--- config.mk ---
export PLATFORM = sky130hd
export DESIGN_NAME = vending_machine_param_flat
export DESIGN_NICKNAME = d
export VERILOG_FILES = /design/src/rtl/vending_pkg.sv /design/src/rtl/vending_machine_param_if.sv /design/src/rtl/vm_change_counter.sv /design/src/rtl/vending_machine_param.sv /design/src/flat_wrapper.sv
export SDC_FILE = /design/constraint.sdc
export NUM_CORES = 1
export LEC_CHECK = 0
export BUFFER_PORTS_ARGS = -buffer_cell sky130_fd_sc_hd__buf_2
export CAP_MARGIN = 15
export CORE_UTILIZATION = 50
export CTS_BUF_LIST = sky130_fd_sc_hd__clkbuf_8
export DETAILED_ROUTE_END_ITERATION = 8
export PLACE_DENSITY = 0.77
export SYNTH_ARGS = -nofsm -noshare
export SYNTH_HDL_FRONTEND = slang
export SYNTH_SLANG_ARGS = --single-unit
--- constraint.sdc ---
create_clock -name clk -period 2.49 [get_ports clk]
set_clock_uncertainty 0.2 [all_clocks]
set_input_delay 0.3735 -clock clk [delete_from_list [all_inputs] [get_ports clk]]
set_output_delay 0.3735 -clock clk [all_outputs]
set_load 0.1 [all_outputs]
--- src/rtl/vending_pkg.sv ---
// Shared types, coin codes and coin valuation helpers for the parametrised vending controller.
package vending_pkg;

  typedef enum logic [0:0] {
    ST_COLLECT = 1'b0,
    ST_CHANGE  = 1'b1
  } vm_state_e;

  localparam logic [1:0] COIN_NONE = 2'b00;
  localparam logic [1:0] COIN_A    = 2'b01;
  localparam logic [1:0] COIN_B    = 2'b10;
  localparam logic [1:0] COIN_C    = 2'b11;

  function automatic int coin_value(input logic [1:0] code, input int val_a,
                                    input int val_b, input int val_c);
    case (code)
      COIN_A:  return val_a;
      COIN_B:  return val_b;
      COIN_C:  return val_c;
      default: return 0;
    endcase
  endfunction

  function automatic int max3(input int a, input int b, input int c);
    int m;
    m = (a > b) ? a : b;
    return (m > c) ? m : c;
  endfunction

endpackage

--- src/rtl/vending_machine_param_if.sv ---
// Coin acceptor / dispenser signal bundle for the vending controller.
interface vending_machine_param_if #(
  parameter int CREDIT_W = 4
);
  logic [1:0]          coin;
  logic                cancel;
  logic                sell;
  logic                change;
  logic                coin_reject;
  logic                busy;
  logic [CREDIT_W-1:0] credit;

  modport master (output coin, cancel, input sell, change, coin_reject, busy, credit);
  modport slave  (input coin, cancel, output sell, change, coin_reject, busy, credit);
endinterface

--- src/rtl/vm_change_counter.sv ---
// Remainder down-counter: loaded with units owed, emits one registered change pulse per decrement.
module vm_change_counter #(
  parameter int CREDIT_W = 4
) (
  input  logic                clk,
  input  logic                rstn,
  input  logic                load,
  input  logic [CREDIT_W-1:0] load_val,
  input  logic                dec,
  output logic                change,
  output logic                last
);

  logic [CREDIT_W-1:0] cnt_q, cnt_d;
  logic                change_q, change_d;

  always_comb begin
    cnt_d    = cnt_q;
    change_d = 1'b0;
    if (load) begin
      cnt_d = load_val;
    end else if (dec) begin
      cnt_d    = cnt_q - CREDIT_W'(1);
      change_d = 1'b1;
    end
  end

  always_ff @(posedge clk or negedge rstn) begin
    if (!rstn) begin
      cnt_q    <= '0;
      change_q <= 1'b0;
    end else begin
      cnt_q    <= cnt_d;
      change_q <= change_d;
    end
  end

  assign change = change_q;
  assign last   = (cnt_q == CREDIT_W'(1));

endmodule

--- src/rtl/vending_machine_param.sv ---
// Parametrised vending controller: accumulates coin credit, vends at PRICE and pays back
// change or cancel refunds one unit per cycle while rejecting coins.
module vending_machine_param
  import vending_pkg::*;
#(
  parameter int PRICE    = 3,
  parameter int VAL_A    = 1,
  parameter int VAL_B    = 2,
  parameter int VAL_C    = 0,
  parameter int CREDIT_W = 4
) (
  input  logic                    clk,
  input  logic                    rstn,
  vending_machine_param_if.slave  bus
);

  localparam int SUM_W   = CREDIT_W + 1;
  localparam int VAL_MAX = max3(VAL_A, VAL_B, VAL_C);

  // Credit never exceeds PRICE-1 in COLLECT, so this bound keeps every sum representable.
  if (PRICE < 1 || (PRICE - 1 + VAL_MAX) >= (1 << CREDIT_W)) begin : g_bad_cfg
    $error("vending_machine_param: PRICE/coin values do not fit in CREDIT_W");
  end

  vm_state_e           state_q, state_d;
  logic [CREDIT_W-1:0] credit_q, credit_d;
  logic                sell_q, sell_d;
  logic                reject_q, reject_d;

  logic                load;
  logic [CREDIT_W-1:0] load_val;
  logic                dec;
  logic                change;
  logic                last;
  logic [SUM_W-1:0]    sum;
  logic                coin_seen;
  logic                coin_disabled;

  assign coin_seen     = (bus.coin != COIN_NONE);
  assign coin_disabled = (bus.coin == COIN_C) && (VAL_C == 0);
  assign sum           = SUM_W'(credit_q) + SUM_W'(coin_value(bus.coin, VAL_A, VAL_B, VAL_C));
  assign dec           = (state_q == ST_CHANGE);

  always_comb begin
    state_d  = state_q;
    credit_d = credit_q;
    sell_d   = 1'b0;
    reject_d = 1'b0;
    load     = 1'b0;
    load_val = '0;
    case (state_q)
      ST_COLLECT: begin
        if (bus.cancel) begin
          reject_d = coin_seen;
          if (credit_q != '0) begin
            load     = 1'b1;
            load_val = credit_q;
            credit_d = '0;
            state_d  = ST_CHANGE;
          end
        end else if (coin_disabled) begin
          reject_d = 1'b1;
        end else if (sum >= SUM_W'(PRICE)) begin
          sell_d   = 1'b1;
          credit_d = '0;
          load     = 1'b1;
          load_val = CREDIT_W'(sum - SUM_W'(PRICE));
          if (load_val != '0) state_d = ST_CHANGE;
        end else begin
          credit_d = CREDIT_W'(sum);
        end
      end
      ST_CHANGE: begin
        reject_d = coin_seen;
        if (last) state_d = ST_COLLECT;
      end
      default: state_d = ST_COLLECT;
    endcase
  end

  always_ff @(posedge clk or negedge rstn) begin
    if (!rstn) begin
      state_q  <= ST_COLLECT;
      credit_q <= '0;
      sell_q   <= 1'b0;
      reject_q <= 1'b0;
    end else begin
      state_q  <= state_d;
      credit_q <= credit_d;
      sell_q   <= sell_d;
      reject_q <= reject_d;
    end
  end

  vm_change_counter #(.CREDIT_W(CREDIT_W)) u_change (
    .clk      (clk),
    .rstn     (rstn),
    .load     (load),
    .load_val (load_val),
    .dec      (dec),
    .change   (change),
    .last     (last)
  );

  assign bus.sell        = sell_q;
  assign bus.change      = change;
  assign bus.coin_reject = reject_q;
  assign bus.busy        = (state_q == ST_CHANGE);
  assign bus.credit      = credit_q;

endmodule

--- src/flat_wrapper.sv ---
// flat-port wrapper written by rule: the top's interface ports become plain ports
module vending_machine_param_flat import vending_pkg::*;
#(
  parameter int PRICE    = 3,
  parameter int VAL_A    = 1,
  parameter int VAL_B    = 2,
  parameter int VAL_C    = 0,
  parameter int CREDIT_W = 4
)
  (clk, rstn, bus_coin, bus_cancel, bus_sell, bus_change, bus_coin_reject, bus_busy, bus_credit);
  vending_machine_param_if #(.CREDIT_W(CREDIT_W)) bus_i ();
  input  logic clk;
  input  logic rstn;
  input wire logic [$bits(bus_i.coin)-1:0] bus_coin;
  input wire logic [$bits(bus_i.cancel)-1:0] bus_cancel;
  output wire logic [$bits(bus_i.sell)-1:0] bus_sell;
  output wire logic [$bits(bus_i.change)-1:0] bus_change;
  output wire logic [$bits(bus_i.coin_reject)-1:0] bus_coin_reject;
  output wire logic [$bits(bus_i.busy)-1:0] bus_busy;
  output wire logic [$bits(bus_i.credit)-1:0] bus_credit;
  assign bus_i.coin = bus_coin;
  assign bus_i.cancel = bus_cancel;
  assign bus_sell = bus_i.sell;
  assign bus_change = bus_i.change;
  assign bus_coin_reject = bus_i.coin_reject;
  assign bus_busy = bus_i.busy;
  assign bus_credit = bus_i.credit;
  vending_machine_param #(.PRICE(PRICE), .VAL_A(VAL_A), .VAL_B(VAL_B), .VAL_C(VAL_C), .CREDIT_W(CREDIT_W)) u_core (.clk(clk), .rstn(rstn), .bus(bus_i));
endmodule
# --- Yosys cells after proc, flatten, opt, wreduce, memory -nomap -nowiden ---
# Cells that the tools add are included.
classes:
  n_addsub: 3
  n_mux: 30
  eq_ne: 6
  n_bitwise: 1
  n_reduce_logical: 5
  magnitude_cmp: 1
ops:
  columns: ["operator", "n"]
  rows:
  - ["$mux 4", 11]
  - ["$mux 1", 16]
  - ["$reduce_bool 4->1", 2]
  - ["$add 4x2->5", 1]
  - ["$ge 5x2->1 const B", 1]
  - ["$eq 2x2->1 const B", 2]
  - ["$eq 4x1->1 const B", 1]
  - ["$pmux 1 s2", 2]
  - ["$pmux 2 s2", 1]
  - ["$reduce_bool 2->1", 2]
  - ["$sub 4x1->4 const B", 1]
  - ["$sub 4x2->4 const B", 1]
  - ["$reduce_and 3->1", 1]
  - ["$eq 2x1->1 const B", 1]
  - ["$ne 2x1->1 const B", 1]
  - ["$ne 2x2->1 const B", 1]
  - ["$not 1->1", 1]
word_totals:
  inputBits: 5
  regBits: 12
  output_inout_bits: 8
  word_cells: 52

# --- Depth between registers and ports, before layout ---
# Gate-level depths: netlist of run 1.
logic_depth:
  depth_word: 10
  mapped_depth: 9

# --- Modules after synthesis ---
# From an unflattened synthesis of run 1, not the netlist that was laid out.
unflattened:
  cells_unflattened: 89
  hier_area_um2: 873.3
by_module_without_submodules:
  columns: ["mod", "instances", "seq_area_each_um2", "cells_per_inst", "area_per_inst_um2"]
  rows:
  - ["vending_machine_param", 1, 175.2, 65, 599.3]
  - ["vm_change_counter", 1, 125.1, 24, 274.0]

# --- Worst setup path after synthesis of run 1 ---
# OpenSTA, ideal clock, no wires.
synth_timing:
  kind: "reg-to-reg"
  start: "register u_core.credit_q[0] (netlist: u_core.bus.credit[0])"
  end: "register u_core.u_change.cnt_q[2]"
  arrival_time_ns: 2.808
  slack_ns: -0.637
  setup_ns: 0.119
  required_ns: 2.171
  path_stages_with_launch: 9
  path_cell_list: "dfrtp_1 -> ha_1 -> fa_1 -> ha_1 -> nor2_1 -> o2111ai_2 -> a21oi_4 -> a221oi_1 -> o21a_1"
synth_between:
  elab_chain_cells: 7
  word_cells_on_any_way: 16
  classes_between: "2 x add/sub; 1 x order compare; 11 x mux; 2 x reduce/logical"
synth_lines:
  columns: ["element", "line", "rtl"]
  rows:
  - ["start: declaration", "vending_machine_param.sv:26", "logic [CREDIT_W-1:0] credit_q, credit_d;"]
  - ["start signal: assignment", "vending_machine_param.sv:89", "credit_q <= credit_d;"]
  - ["$add 4x2->5", "vending_machine_param.sv:41", "assign sum = SUM_W'(credit_q) + SUM_W'(coin_value(bus.coin, VAL_A, VAL_B, VAL_C));"]
  - ["$sub 4x2->4 or $ge 5x2->1 (tied branches)", "vending_machine_param.sv:67, vending_machine_param.sv:63", null]
  - ["$mux 4 or $mux 1 (tied branches)", "vending_machine_param.sv:63", "end else if (sum >= SUM_W'(PRICE)) begin"]
  - ["$mux 4 or $mux 1 (tied branches)", "vending_machine_param.sv:61", "end else if (coin_disabled) begin"]
  - ["$mux 4 or $mux 1 (tied branches)", "vending_machine_param.sv:53", "if (bus.cancel) begin"]
  - ["$mux 4 or $mux 1 (tied branches)", "vending_machine_param.sv:51", "case (state_q)"]
  - ["$mux 4 or $reduce_bool 2->1 (tied branches)", null, null]
  - ["end signal: assignment", "vm_change_counter.sv:33", "cnt_q <= cnt_d;"]
  - ["end: declaration", "vm_change_counter.sv:14", "logic [CREDIT_W-1:0] cnt_q, cnt_d;"]
# Parallel ways exist; a longest one is shown, timed or not.
# A chain may end at the register's enable or synchronous reset.

# --- Final worst setup path of run 1 ---
layout_timing:
  start: "register u_core.credit_q[0] (netlist: u_core.bus.credit[0])"
  end: "register u_core.u_change.cnt_q[1]"
# The elaborated chain is that of the path after synthesis.

==> impl_results.md, run 1 <==
- H-Tree Level Count: 1
- Starting DRT DRC Count: 27
- Cell Area, Synth: 867 um^2
- MaxCap Viol Count: 0
- Total CTS buffers: 3
- Worst-Skew Late Latency: 0.24 ns
- Dominant synthesized flop cell: dfrtp_1
- Residual DRC count: 1
- Setup Viol. Count Final: 0
- Total Routing Usage GR: 0.220
- CP bufs+invs: 0
- WS Path Type: flip-flop to flip-flop
- Clk buf depth: 2
- Max VDD drop: 710 uV
- Ys async rst share: 1.00
- Warnings from Yosys: 0
- Root buf cell: clkbuf_8
- Failing checks: design-rule violations
- Grt ovf: 0
- Drt first pass iters: 6
- Most frequent CP cell: ha_4
- Global-route wire length before repair: 3100 um
- Final hold violation count: 0
- Final worst setup slack: 0.0229 ns
- Worst-margin pin slew: 0.535 ns
- Initial antenna violation count: 0
- Largest delay contributor family on the critical path: adder cells
- IO Pins: 13
- Fill cells: 94
- RSZ-0062 raised after global routing: true
- CP Capture Type: flip-flop
- Synth Area in Simple Gates: 0.165
- CTS tree: yes
- Post-Route Utilization: 0.765
- Cell Pwr Density: 1210 nW/um^2
- CTS clock-pin slew for the worst setup and hold paths: 0.06 ns
- Status: finished with violations
- IO Port Bufs: 12
- Critical path launch point type: flip-flop
- Nets@finish: 130
- Final GP Congestion: 0.869
- Post-synthesis adder-cell area fraction: 0.121
- Placed inst area: 1070 um^2
- Final Cycle Share: 0.991
- Post-synth EDFFs: 0
- Area Overhead vs Synth: 37.5%
- Vias per cell: 5.90
- Post-detail-place hpwl: 1390 um
- Library cells used by synthesis: 39
- Syn_nets: 100
- Total Wirelength: 1920 um
- Post-synthesis sequential area ratio: 0.346
- WHS: 0.312 ns
- CP max-delay cell: fa_2
- N_diodes: 0
- Fraction of layout cells with a size suffix above 1: 0.444
- Slowest Stage Delay on Critical Path: 0.62 ns
- Area of the core: 1560 um^2
- Rows: 14
- DR WL/cell: 14.4 um
- Tot Pwr: 0.00144 W
- Worst-path cell chain: ha_4, fa_2, ha_4, nor2_4, o2111ai_4, nand2_4, a211o_1, a32o_1
- Multiplexer share of the synthesized area: 0.0115
- Largest net degree at the start of global routing: 19
- Worst EP arrival: 2.40 ns
- Final Slew Violations: 0
- Crit path max fanout: 4
- Post-route ant nets: 0
- Fin area: 1190 um^2
- Die X: 43.6 um
- Avg Cell Area, Syn: 9.85 um^2
- Die area: 1900 um^2
- Slew margin rel.: 0.643
- Worst Hold Class: primary input to flip-flop
- Clock sink count: 12
- Worst Path Required: 2.42 ns
- Compound-gate portion of the synthesized area: 0.274
- Via Count: 785
- Post-route minimum period: 2.47 ns
- Synth Area in XOR/XNOR: 0.0303
- Vias in the first global route: 666
- Placement Setup Slack: -0.169 ns
- FF+latch count, synth: 12
- Leak: 0.551 nW
- Largest family of logic cells by synthesized area: compound AO/OA/AOI/OAI gates
- Fmax: 0.405 GHz
- Die height: 43.6 um
- Synth Instances: 88
- Initial Utilization: 0.556
==> worst reg2reg max path: stages (launching register included) <==
cell and delay, ns:
dfrtp_4 0.49, ha_4 0.17, fa_2 0.62, ha_4 0.17, nor2_4 0.05, o2111ai_4 0.11, nand2_4 0.11, a211o_1 0.24
a32o_1 0.21
==> final cells by class <==
class | count | area [um^2] | area share
multi-input combinational | 67 | 596 | 0.499
sequential | 12 | 305 | 0.256
timing repair buffer | 29 | 198 | 0.166
clock buffer | 4 | 55.1 | 0.0462
tap | 16 | 20.0 | 0.0168
inverter | 5 | 18.8 | 0.0157
==> path summary, 6_finish.rpt <==
check	slack (ns)	cells past startpoint	end	start
min in group asynchronous	0.33	2	u_core.bus.coin_reject	rstn
max in group asynchronous	1.51	2	u_core.bus.credit[0]	rstn
hold reg to reg	0.38	1	u_core.u_change.cnt_q[0]	u_core.u_change.cnt_q[0]
setup reg to reg	0.02	8	u_core.u_change.cnt_q[1]	u_core.bus.credit[0]
hold / removal	0.31	3	u_core.bus.coin_reject	bus_coin[0]
setup / recovery	0.02	8	u_core.u_change.cnt_q[1]	u_core.bus.credit[0]
==> synth_stat cells (3+ instances only) <==
cell type   n  area, um^2
a22o_1      3        26.3
and3_1      3        18.8
dfrtp_1    12         300
ha_1        6        75.1
inv_1       5        18.8
nand2_1     3        11.3
nor2_1     10        37.5
nor3_1      3        15.0
o21ai_0     3        15.0
xnor2_1     3        26.3
==> flip-flops by register name (all words and copies together), names as in the netlist <==
signal and flops:
u_core.bus.busy 1, u_core.u_change.change 1, u_core.bus.credit 4, u_core.bus.coin_reject 1, u_core.bus.sell 1, u_core.u_change.cnt_q 4
==> repair_timing <==
item	4_1_cts	5_1_grt
hold buffers	1	0
gates resized for setup	0	9
pin swaps	0	12
endpoints found under the hold margin	12	0
setup endpoints to repair	1	7
setup buffers	3	0
==> cells in the final DEF (no fill, tap or decap), types with 2 or more instances in the layout <==
cell type and count:
a21o_1 2, a21oi_1 2, a21oi_2 2, a22o_1 3, a31oi_1 2, and3_1 3
buf_2 12, buf_4 14, buf_6 2, clkbuf_8 4, dfrtp_1 10, ha_1 4
ha_4 2, inv_1 5, nand2_1 2, nor2_1 9, nor2b_1 2, nor3_1 2
o21a_1 2, xnor2_1 3
==> through the flow <==
stage | TNS [ns] | instances
after floorplan | -0.502 | 88
after global placement | -0.538 | 125
after detailed placement | -0.660 | 125
after CTS | 0 | 133
after global routing | -0.267 | 133
final | 0 | 133
==> layer usage <==
layer / track usage / share of wire
met2: 0.325 / 0.45
met5: 0 / 0
met1: 0.314 / 0.48
met4: 0.0375 / 0.017
met3: 0.0750 / 0.054
==> power breakdown <==
| part | total (W) | switching (W) | internal, W | leakage, nW |
|---|---|---|---|---|
| sequential | 0.000350 | 0.0000865 | 0.000264 | 0.141 |
| combinational | 0.000877 | 0.000507 | 0.000370 | 0.381 |
| clock | 0.000212 | 0.0000724 | 0.000140 | 0.0288 |
| total | 0.00144 | 0.000666 | 0.000774 | 0.551 |
==> kinds of logic (layout without fill, tap and decap cells) <==
group / after synthesis / in the layout
mux: 1 / 1
compound gates: 28 / 28
flops: 12 / 12
buf+inv: 9 / 38
simple gates: 27 / 27
xor+xnor: 3 / 3
fa+ha+maj: 8 / 8
(Power assumes the default switching activity.)
==> run 2, diff against run 1 <==
--- a/config.mk
+++ b/config.mk
@@ -5,12 +5,12 @@
 export SDC_FILE = /design/constraint.sdc
 export NUM_CORES = 1
 export LEC_CHECK = 0
-export BUFFER_PORTS_ARGS = -buffer_cell sky130_fd_sc_hd__buf_2
 export CAP_MARGIN = 15
 export CORE_UTILIZATION = 50
 export CTS_BUF_LIST = sky130_fd_sc_hd__clkbuf_8
 export DETAILED_ROUTE_END_ITERATION = 8
-export PLACE_DENSITY = 0.77
+export DONT_BUFFER_PORTS = 1
+export PLACE_DENSITY = 0.71
 export SYNTH_ARGS = -nofsm -noshare
 export SYNTH_HDL_FRONTEND = slang
 export SYNTH_SLANG_ARGS = --single-unit
==> run 2 against run 1 <==
- the flow finishes with violations (design-rule violations, negative setup slack)
- largest power group unchanged
- total power down 3.9%
- critical endpoint unchanged
- cell count shrank 8.3%
- critical path type unchanged
- sequential share of layout area up 1.8 points
- fmax shrank 1.2%
==> impl_results.md, run 2 (synthesized netlist as in run 1, its figures left out) <==
- Clock sink count: 12
- Starting DRT DRC Count: 20
- Final Slew Violations: 0
- Most frequent CP cell: ha_4
- Worst-margin pin slew: 0.532 ns
- Die height: 43.6 um
- Post-route minimum period: 2.50 ns
- Drt first pass iters: 6
- Post-detail-place hpwl: 1490 um
- H-Tree Level Count: 1
- Global-route wire length before repair: 3310 um
- Fill cells: 125
- Fraction of layout cells with a size suffix above 1: 0.368
- Status: finished with violations
- Total Routing Usage GR: 0.244
- Die X: 43.6 um
- Final GP Congestion: 0.815
- WS Path Type: flip-flop to flip-flop
- Setup Viol. Count Final: 1
- Placement Setup Slack: -0.0604 ns
- Total CTS buffers: 3
- CP Capture Type: flip-flop
- Worst Hold Class: primary input to flip-flop
- Largest delay contributor family on the critical path: adder cells
- Worst-Skew Late Latency: 0.25 ns
- MaxCap Viol Count: 0
- IO Pins: 13
- Worst EP arrival: 2.43 ns
- Total Wirelength: 1970 um
- CTS clock-pin slew for the worst setup and hold paths: 0.05 ns
- CTS tree: yes
- Initial antenna violation count: 0
- Via Count: 735
- Final hold violation count: 0
- Crit path max fanout: 4
- Final worst setup slack: -0.00598 ns
- CP max-delay cell: fa_2
- Fmax: 0.401 GHz
- R2r setup slk: -0.006 ns
- DR WL/cell: 16.2 um
- Die area: 1900 um^2
- Slowest Stage Delay on Critical Path: 0.62 ns
- RSZ-0062 raised after global routing: true
- Post-route ant nets: 0
- Nets@finish: 119
- Vias per cell: 6.02
- Failing checks: design-rule violations, negative setup slack
- WHS: 0.133 ns
- CP bufs+invs: 0
- Slew margin rel.: 0.644
- Worst Path Required: 2.42 ns
- Area Overhead vs Synth: 28.3%
- Commonest non-fill, non-tap cell in the layout: buf_4
- Rows: 14
- Cell Pwr Density: 1240 nW/um^2
- Clk buf depth: 2
- Area of the core: 1560 um^2
- Multi-input combinational cell area: 576 um^2
- Tot Pwr: 0.00138 W
- Vias in the first global route: 720
- Critical path launch point type: flip-flop
- N_diodes: 0
- Leak: 0.492 nW
- Residual DRC count: 3
- Reg area: 305 um^2
- Largest net degree at the start of global routing: 18
- Initial Utilization: 0.556
- Max VDD drop: 636 uV
- IO Port Bufs: 0
- Worst-path cell chain: ha_4, fa_2, ha_4, nor2_4, o2111ai_4, nand2_2, a211o_1, a32o_1
- Grt ovf: 0
- Total negative slack: -0.00598 ns
- Final Cycle Share: 1.00
- Root buf cell: clkbuf_8
- Commonest non-fill, non-tap cells in the layout: buf_4, dfrtp_1, nor2_1
-- run 2: power breakdown --
group / total (W) / switching [W] / leakage (nW) / internal [W]
clock: 0.000214 / 0.0000738 / 0.0288 / 0.000140
sequential: 0.000350 / 0.0000857 / 0.141 / 0.000264
combinational: 0.000820 / 0.000476 / 0.322 / 0.000344
total: 0.00138 / 0.000635 / 0.492 / 0.000747
-- run 2: per-stage QoR --
stage | cell area (um^2) | instances | utilization
floorplan | 918 | 88 | -
global placement | 1010 | 113 | 0.648
detailed placement | 1010 | 113 | 0.648
CTS | 1090 | 120 | 0.699
global route | 1110 | 122 | 0.713
finish | 1110 | 122 | 0.713
-- run 2: layer usage --
layer | vias up | part of all wire | track usage
met3 | 7 | 0.071 | 0.0917
li1 | 360 | - | -
met5 | - | 0 | 0
met4 | 0 | 0.025 | 0.125
met1 | 347 | 0.43 | 0.306
met2 | 21 | 0.47 | 0.364
-- run 2: area by class of cell --
type,instances,share of cell area
clock buffer,4,0.0495
inverter,5,0.0169
multi-input combinational,67,0.517
sequential,12,0.274
tap,16,0.0180
timing repair buffer,18,0.124
-- run 2: what timing repair did --
item	in CTS	in global routing
hold endpoints to repair	12	0
hold buffers	1	0
gates resized for setup	0	2
setup endpoints to repair	1	5
pin swaps	0	10
setup buffers	2	2
-- run 2: final timing paths --
path	from	end	cells after the start
worst max-delay path	u_core.bus.credit[0]	u_core.u_change.cnt_q[1]	8
worst min-delay path	bus_coin[0]	u_core.bus.coin_reject	1
worst max register to register	u_core.bus.credit[0]	u_core.u_change.cnt_q[1]	8
worst min register to register	u_core.u_change.cnt_q[0]	u_core.u_change.cnt_q[0]	1
max in group asynchronous	rstn	u_core.bus.credit[0]	1
min in group asynchronous	rstn	u_core.bus.credit[2]	1
-- run 2: worst register-to-register path, stage by stage (launching register included) --
cell       delay (ns)
dfrtp_4          0.48
ha_4             0.17
fa_2             0.62
ha_4             0.18
nor2_4           0.05
o2111ai_4        0.10
nand2_2          0.12
a211o_1          0.24
a32o_1           0.22
